**src/rtl/bcd_timer_ctrl.sv**
```systemverilog
// bcd_timer_ctrl: sequences an external 2-digit BCD counter up to a latched
// target. Three button inputs are synchronized and edge-detected. A
// prescaler paces the count-up pulses, and the FSM handles run, pause,
// done and clear.
//
// state   | meaning
// --------+-------------------------------------------------------------
// S_IDLE  | waiting for a start event; counter untouched
// S_RUN   | prescaler running, one cnt_x every DIV cycles until target
// S_PAUSE | prescaler frozen at its held value, no cnt_x
// S_DONE  | counter equals target; holds until clr

module bcd_timer_ctrl #(
    parameter int DIV = 10
) (
    input  logic       clk,
    input  logic       reset,
    input  logic       start,
    input  logic       stop,
    input  logic       clr,
    input  logic [7:0] target,
    input  logic [7:0] bcd_in,
    output logic       cnt_x,
    output logic       cnt_clr,
    output logic       running,
    output logic       done,
    output logic       err
);

    localparam int PW = (DIV > 1) ? $clog2(DIV) : 1;
    localparam logic [PW-1:0] PRESC_MAX = PW'(DIV - 1);

    typedef enum logic [1:0] {
        S_IDLE  = 2'd0,
        S_RUN   = 2'd1,
        S_PAUSE = 2'd2,
        S_DONE  = 2'd3
    } state_t;

    state_t        state, state_nxt;
    logic [PW-1:0] presc, presc_nxt;
    logic [7:0]    tgt, tgt_nxt;
    logic          cnt_clr_nxt;
    logic          err_nxt;

    // Button bit order: [0] start, [1] stop, [2] clr
    logic [2:0] btn_raw;
    logic [2:0] btn_s1, btn_s2, btn_s3;
    logic [2:0] btn_arm;
    logic [1:0] warm;
    logic [2:0] btn_ev;
    logic       start_ev, stop_ev, clr_ev;
    logic       tgt_valid;
    logic       at_tgt;

    assign btn_raw = {clr, stop, start};

    // Synchronize the buttons and track when each one has been seen low.
    // A button may only fire after a synchronized low sample. warm delays
    // arming until s2 carries real post-reset data. Because of this, a
    // button held through reset stays silent until it is released.
    always_ff @(posedge clk or negedge reset) begin
        if (!reset) begin
            btn_s1  <= '0;
            btn_s2  <= '0;
            btn_s3  <= '0;
            btn_arm <= '0;
            warm    <= '0;
        end else begin
            btn_s1  <= btn_raw;
            btn_s2  <= btn_s1;
            btn_s3  <= btn_s2;
            warm    <= {warm[0], 1'b1};
            btn_arm <= btn_arm | ({3{warm[1]}} & ~btn_s2);
        end
    end

    // Rising-edge events, resolved by priority clr > stop > start
    always_comb begin
        btn_ev   = btn_s2 & ~btn_s3 & btn_arm;
        clr_ev   = btn_ev[2];
        stop_ev  = btn_ev[1] & ~btn_ev[2];
        start_ev = btn_ev[0] & ~btn_ev[1] & ~btn_ev[2];
    end

    assign tgt_valid = (target[7:4] <= 4'd9) && (target[3:0] <= 4'd9);
    // While cnt_clr is high, bcd_in still shows the value from before the
    // clear, so the target comparison is suppressed for that cycle.
    assign at_tgt    = (bcd_in == tgt) && !cnt_clr;

    // State, prescaler, latched target and registered flags
    always_ff @(posedge clk or negedge reset) begin
        if (!reset) begin
            state   <= S_IDLE;
            presc   <= '0;
            tgt     <= 8'h00;
            cnt_clr <= 1'b0;
            err     <= 1'b0;
        end else begin
            state   <= state_nxt;
            presc   <= presc_nxt;
            tgt     <= tgt_nxt;
            cnt_clr <= cnt_clr_nxt;
            err     <= err_nxt;
        end
    end

    // Next-state and register updates
    always_comb begin
        state_nxt   = state;
        presc_nxt   = presc;
        tgt_nxt     = tgt;
        cnt_clr_nxt = 1'b0;
        err_nxt     = err;
        if (clr_ev) begin
            state_nxt   = S_IDLE;
            presc_nxt   = '0;
            err_nxt     = 1'b0;
            cnt_clr_nxt = 1'b1;
        end else begin
            case (state)
                S_IDLE: begin
                    if (start_ev) begin
                        if (tgt_valid) begin
                            tgt_nxt     = target;
                            presc_nxt   = '0;
                            cnt_clr_nxt = 1'b1;
                            state_nxt   = S_RUN;
                        end else begin
                            err_nxt = 1'b1;
                        end
                    end
                end
                S_RUN: begin
                    if (stop_ev) begin
                        state_nxt = S_PAUSE;
                    end else if (at_tgt) begin
                        state_nxt = S_DONE;
                    end else if (presc == PRESC_MAX) begin
                        presc_nxt = '0;
                    end else begin
                        presc_nxt = presc + PW'(1);
                    end
                end
                S_PAUSE: begin
                    if (start_ev) begin
                        state_nxt = S_RUN;
                    end
                end
                S_DONE: begin
                end
                default: begin
                    state_nxt = S_IDLE;
                end
            endcase
        end
    end

    // Count pulse and status decode from registered state
    always_comb begin
        cnt_x   = (state == S_RUN) && (presc == PRESC_MAX) && !cnt_clr && (bcd_in != tgt);
        running = (state == S_RUN);
        done    = (state == S_DONE);
    end

endmodule
```
**config.mk**
```make
export PLATFORM = sky130hd
export DESIGN_NAME = bcd_timer_ctrl
export DESIGN_NICKNAME = d
export VERILOG_FILES = /design/src/rtl/bcd_timer_ctrl.sv
export SDC_FILE = /design/constraint.sdc
export NUM_CORES = 1
export LEC_CHECK = 0
export ABC_AREA = 1
export BUFFER_PORTS_ARGS = -buffer_cell sky130_fd_sc_hd__buf_2
export CORE_MARGIN = 3
export CORE_UTILIZATION = 35
export DETAILED_ROUTE_END_ITERATION = 8
export SYNTH_ARGS = -nofsm -noshare
export SYNTH_HDL_FRONTEND = slang
export SYNTH_SLANG_ARGS = --single-unit
```
**constraint.sdc**
```tcl
create_clock -name clk -period 3 [get_ports clk]
set_clock_uncertainty 0.2 [all_clocks]
set_input_delay 0.15 -clock clk [delete_from_list [all_inputs] [get_ports clk]]
set_output_delay 0.15 -clock clk [all_outputs]
set_load 0.01 [all_outputs]
```
; Word-level counts from Yosys, hierarchy flattened
; Cells that the tools add are included.
[totals]
regBits = 30
in_bits = 21
wordCells = 74
[op_classes]
n_addsub = 1
magnitude_cmp = 2
n_eq_ne = 13
muxes = 22
bitwise = 11
n_reduce_logical = 15
[ops]
columns = operator, n
row1 = $mux 4, 6
row2 = $ne 3x3->1 const B, 5
row3 = $mux 2, 6
row4 = $reduce_and 5->1, 2
row5 = $and 3x3->3, 3
row6 = $eq 8x8->1, 1
row7 = $le 4x4->1 const B, 2
row8 = $mux 1, 8
row9 = $ne 8x8->1, 1
row10 = $pmux 4 s2, 1
row11 = $not 3->3, 2
row12 = $pmux 2 s3, 1
row13 = $logic_and 1x1->1, 5
row14 = $add 4x1->4 const B, 1
row15 = $eq 2x2->1 const B, 2
row16 = $eq 4x4->1 const B, 1
row17 = $ne 4x1->1 const B, 1
row18 = $reduce_and 4->1, 1
row19 = $reduce_bool 2->1, 2
row20 = $reduce_bool 4->1, 1
row21 = $and 1x1->1, 3
row22 = $or 3x3->3, 1
row23 = $reduce_and 3->1, 1
row24 = $reduce_bool 3->1, 1
row25 = 5 further kinds, 6

; Longest topological paths before layout
[logic_depth]
depth_word = 9
mapped_depth = 11

; Worst setup path after synthesis
; OpenSTA, ideal clock, no wires.
[synth_timing]
kind = reg2reg
startpoint = register btn_s3[2]
endpoint = register presc[0]
setup_time_ns = 0.117
arrival_ns = 1.194
required_ns = 2.683
slack_ns = 1.488
path_stages_with_launch = 9
n_path_buf = 0
synth_period_minus_slack_ns = 1.512
cell_sequence = dfrtp_1 -> nor3_4 -> nor2_2 -> nand2_2 -> nand2_2 -> nor2_8 -> nand2_2 -> nand2_1 -> nand2_1
[synth_between]
elab_chain_len = 7
word_cells_on_any_way = 13
classes_between = eq/ne (4) / mux (1) / bitwise (6) / reduce/logical (2)
[synth_lines]
columns = item, line
row1 = start: declaration, 48  ; logic [2:0] btn_s1, btn_s2, btn_s3;
row2 = start signal: assignment, 72  ; btn_s3 <= btn_s2;
row3 = $not 3->3 (*), 80  ; btn_ev = btn_s2 & ~btn_s3 & btn_arm;
row4 = $and 3x3->3 (*) (2 in series), 80
row5 = $not 1->1 (no source line), --
row6 = "$and 1x1->1, on equally long branches", "82, 83"
row7 = $ne 3x3->1 (no source line), --
row8 = $reduce_and 5->1 (no source line), --
row9 = end signal: assignment, 101  ; presc <= presc_nxt;
row10 = end: declaration, 41  ; logic [PW-1:0] presc, presc_nxt;
; Every way passes the cells marked *; elsewhere a longest branch is shown, timed or not.
; A chain may end at the register's enable or synchronous reset.

; Worst setup path in the final report
[layout_timing]
startpoint = input port target[5]
endpoint = register tgt[0]
[layout_between]
elab_chain_len = 3
[layout_lines]
columns = item, line
row1 = start: declaration, 21  ; input logic [7:0] target,
row2 = $le 4x4->1, 86  ; assign tgt_valid = (target[7:4] <= 4'd9) && (target[3:0] <= 4'd9);
row3 = $logic_and 1x1->1, 86
row4 = $reduce_and 4->1 (no source line), --
row5 = end signal: assignment, 102  ; tgt <= tgt_nxt;
row6 = end: declaration, 42  ; logic [7:0] tgt, tgt_nxt;
; Every way passes these cells.

==> summary.txt <==
Outcome
  – Status: completed

Worst setup path
  – Max FO, Critical Path: 17
  – CP max-delay cell: dlygate4sd3_1
  – CP delay by family, top: simple AND/OR/NAND/NOR gates
  – Worst setup EP type: register
  – Reg2reg path depth: 7
  – CP Data Required Time: 2.95 ns
  – CP max stage delay: 0.53 ns
  – Critical Path Start Type: primary input
  – Crit path DAT: 1.90 ns
  – WP buf/inv: 2
  – Kind of critical path: primary input to register
  – CP cell instances: dlygate4sd3_1, buf_2, o21ai_0, nand2_1, nor2_4, nand3_2, nor2_1, a21oi_1
  – Worst Setup SP: target[5]
  – Reg-to-reg endpoint: tgt[0]
  – Worst R2R Start: btn_s2[0]
  – Reg2reg setup slack: 1.32 ns

Yosys
  – Distinct cell type count after synthesis: 26
  – Avg Inst Size Synth: 7.74 um^2
  – Sequential share of the synthesized area: 48.7%
  – Synth Area in Compound Gates: 5.44%
  – Largest family of logic cells by synthesized area: simple AND/OR/NAND/NOR gates
  – Synth Register Bits: 30
  – Ys Warns: 0
  – Post-Synth Simple-Gate Area: 33.2%
  – Syn_nets: 222
  – Post-Synth Adder-Cell Area: 1.62%
  – Mux cell area share after synthesis: 0%
  – Post-synthesis cell area: 1540 um^2
  – Synth Area in XOR/XNOR: 1.71%
  – Post-Syn Instances: 199

STA
  – Unrepaired setup endpoints after global routing: false
  – Final min period: 1.94 ns
  – Final slew viol count: 0
  – Worst slew margin: 54.7%
  – Slew @ Worst Pin: 0.679 ns
  – Setup_tns: 0 ns
  – Fmax: 515 MHz
  – Setup-failing EPs final: 0
  – Post-route clock period utilization: 64.8%
  – Final hold vios: 0

Routing
  – DRT antenna net count: 0
  – Drt initial violations: 54
  – First-pass iteration count of the detailed router: 4
  – DR vias: 1307
  – Vias/cell: 4.49
  – Post-route DRC: 0
  – Post-Route WL: 3.00 mm
  – Per-cell routed wire length: 10.3 um

GRT
  – Gr ovfl total: 0
  – Largest net degree at the start of global routing: 31
  – Total GRT Usage: 13.3%
  – Vias in the first global route: 1212
  – First-pass GRT wire length: 5.26 mm
  – Initial antenna violation count: 0

Clock tree
  – Cell chosen for the clock root: clkbuf_8
  – Post-cts resize count: 0
  – Post-CTS Setup Inserts: 0
  – CTS buffer count: 5
  – Clk sinks: 30
  – Max Root-Sink Buffers: 2
  – Htree depth: 2
  – CTS Hold Bufs: 12
  – Reg clk slew, reported paths: 0.06 ns
  – Clock insertion delay at the later pin of the skew report: 0.28 ns
  – TritonCTS clock tree: built

Final layout
  – Area of the multi-input gates: 651 um^2
  – FF+latch area: 751 um^2
  – Antenna Cells: 0
  – Share of layout cells above drive strength 1: 18.7%
  – Post-route cell area: 1920 um^2
  – Final core occ: 46.6%
  – Area growth syn-to-layout: 24.6%
  – Filler cell count: 408
  – Nets: 265

Die
  – Die area: 5230 um^2
  – Core box area: 4120 um^2
  – Die span in x: 72.3 um
  – Die H: 72.3 um
  – I/O pin count: 26
  – Core Rows: 23
  – Initial core utilization: 37.4%

Pwr
  – Power, Total: 1.37 mW
  – LEAKAGE: 1.07 nW
  – PwrDens: 715 nW/um^2
  – Worst vdd ir: 0.351 mV

Placed design
  – IO buf count: 25
  – HPWL after detailed placement: 2.10 mm
  – Routability Congestion: 0.769
  – DP Area: 1720 um^2

Worst hold path
  – Hold Startpoint: btn_s1[1]
  – Hold EP: btn_s2[1]
  – HP Class: register to register
  – Worst Hold Path Cells: 0

Flow run
  – Max capacitance violation total: 0
==> through the flow <==
step           hold slack, ns  instances  worst slack (ns)
3_5_place_dp           0.0293        273              1.34
5_1_grt                 0.154        291             0.910
4_1_cts                 0.148        291              1.08
6_report                0.147        291              1.06
3_3_place_gp           0.0257        273              1.32
2_1_floorplan          -0.346        199              1.49
==> worst reg2reg max path, cell delays in order (launching register included) <==
cell	delay [ns]
dfrtp_1	0.35
nand2_1	0.06
nor2_1	0.18
nand2_1	0.12
nor2_4	0.11
nand3_2	0.29
nor2_1	0.19
a21oi_1	0.06
==> Yosys cell counts <==
| library cell | number | area, um^2 |
|---|---|---|
| nor2_2 | 3 | 18.8 |
| nor4_1 | 1 | 6.26 |
| inv_2 | 2 | 7.51 |
| o21bai_1 | 2 | 15.0 |
| a21oi_1 | 9 | 45.0 |
| nor3_1 | 2 | 10.0 |
| clkinv_1 | 1 | 3.75 |
| xnor2_1 | 2 | 17.5 |
| a21oi_2 | 1 | 8.76 |
| nand2_2 | 4 | 25.0 |
| nand3_1 | 11 | 55.1 |
| nand3_2 | 1 | 10.0 |
| nand4_1 | 2 | 12.5 |
| xor2_1 | 1 | 8.76 |
| nand2_1 | 62 | 233 |
| nand3b_1 | 1 | 7.51 |
| buf_6 | 1 | 11.3 |
| dfrtp_1 | 30 | 751 |
| nor2_1 | 23 | 86.3 |
| nor2_8 | 1 | 20.0 |
| nor3_4 | 1 | 16.3 |
| ha_1 | 2 | 25.0 |
| conb_1 | 1 | 3.75 |
| inv_1 | 31 | 116 |
| nor2_4 | 1 | 11.3 |
| o21ai_0 | 3 | 15.0 |
==> layer usage <==
| metal | part of all wire, % | global-route usage, % |
|---|---|---|
| met2 | 45 | 20.7 |
| met3 | 5.4 | 4.57 |
| met5 | 0 | 0 |
| met1 | 48 | 16.9 |
| met4 | 1.6 | 5.64 |
==> layout make-up <==
cell class,count,area share [%]
clock buffer,6,4.30
timing repair buffer,37,12.8
tap,50,3.26
sequential,30,39.1
multi-input combinational,134,33.9
inverter,34,6.65
==> worst max-delay path by stage <==
stage	endpoint	slack, ns	depth (start not counted)
finish	tgt[0]	1.06	8
global route	tgt[1]	0.91	8
CTS	tgt[2]	1.08	8
detailed placement	presc[0]	1.34	8
global placement	tgt[2]	1.32	8
floorplan	presc[0]	1.49	8
==> where the power goes <==
part           internal [mW]  switching [mW]
Sequential             0.498          0.0744
Combinational          0.192           0.290
Clock                  0.176           0.142
Total                  0.866           0.506
==> cells by family (layout without fill, tap and decap cells) <==
kind of cell               count (synthesis)  in the layout
DFF                                       30             30
xor gates and xnor gates                   3              3
and+or+nand+nor                          113            113
buffers and inverters                     35             77
AOI/OAI and AO/OA                         15             15
other                                      1              1
adders and majority gates                  2              2
==> cell usage in the layout (no fill, tap or decap), drive strengths merged <==
master	count
nand2	66
inv	33
dfrtp	30
nor2	28
buf	25
dlygate4sd3	12
nand3	12
a21oi	10
clkbuf	6
o21ai	3
nor3	3
o21bai	2
nand4	2
xnor2	2
ha	2
nor4	1
nand3b	1
clkinv	1
xor2	1
conb	1
==> state kept, by name (all words and copies together), names as in the netlist, 2 cells and up <==
signal / count
state: 2
presc: 4
btn_arm: 3
btn_s3: 3
btn_s2: 3
btn_s1: 3
warm: 2
tgt: 8
(Power assumes the default switching activity.)
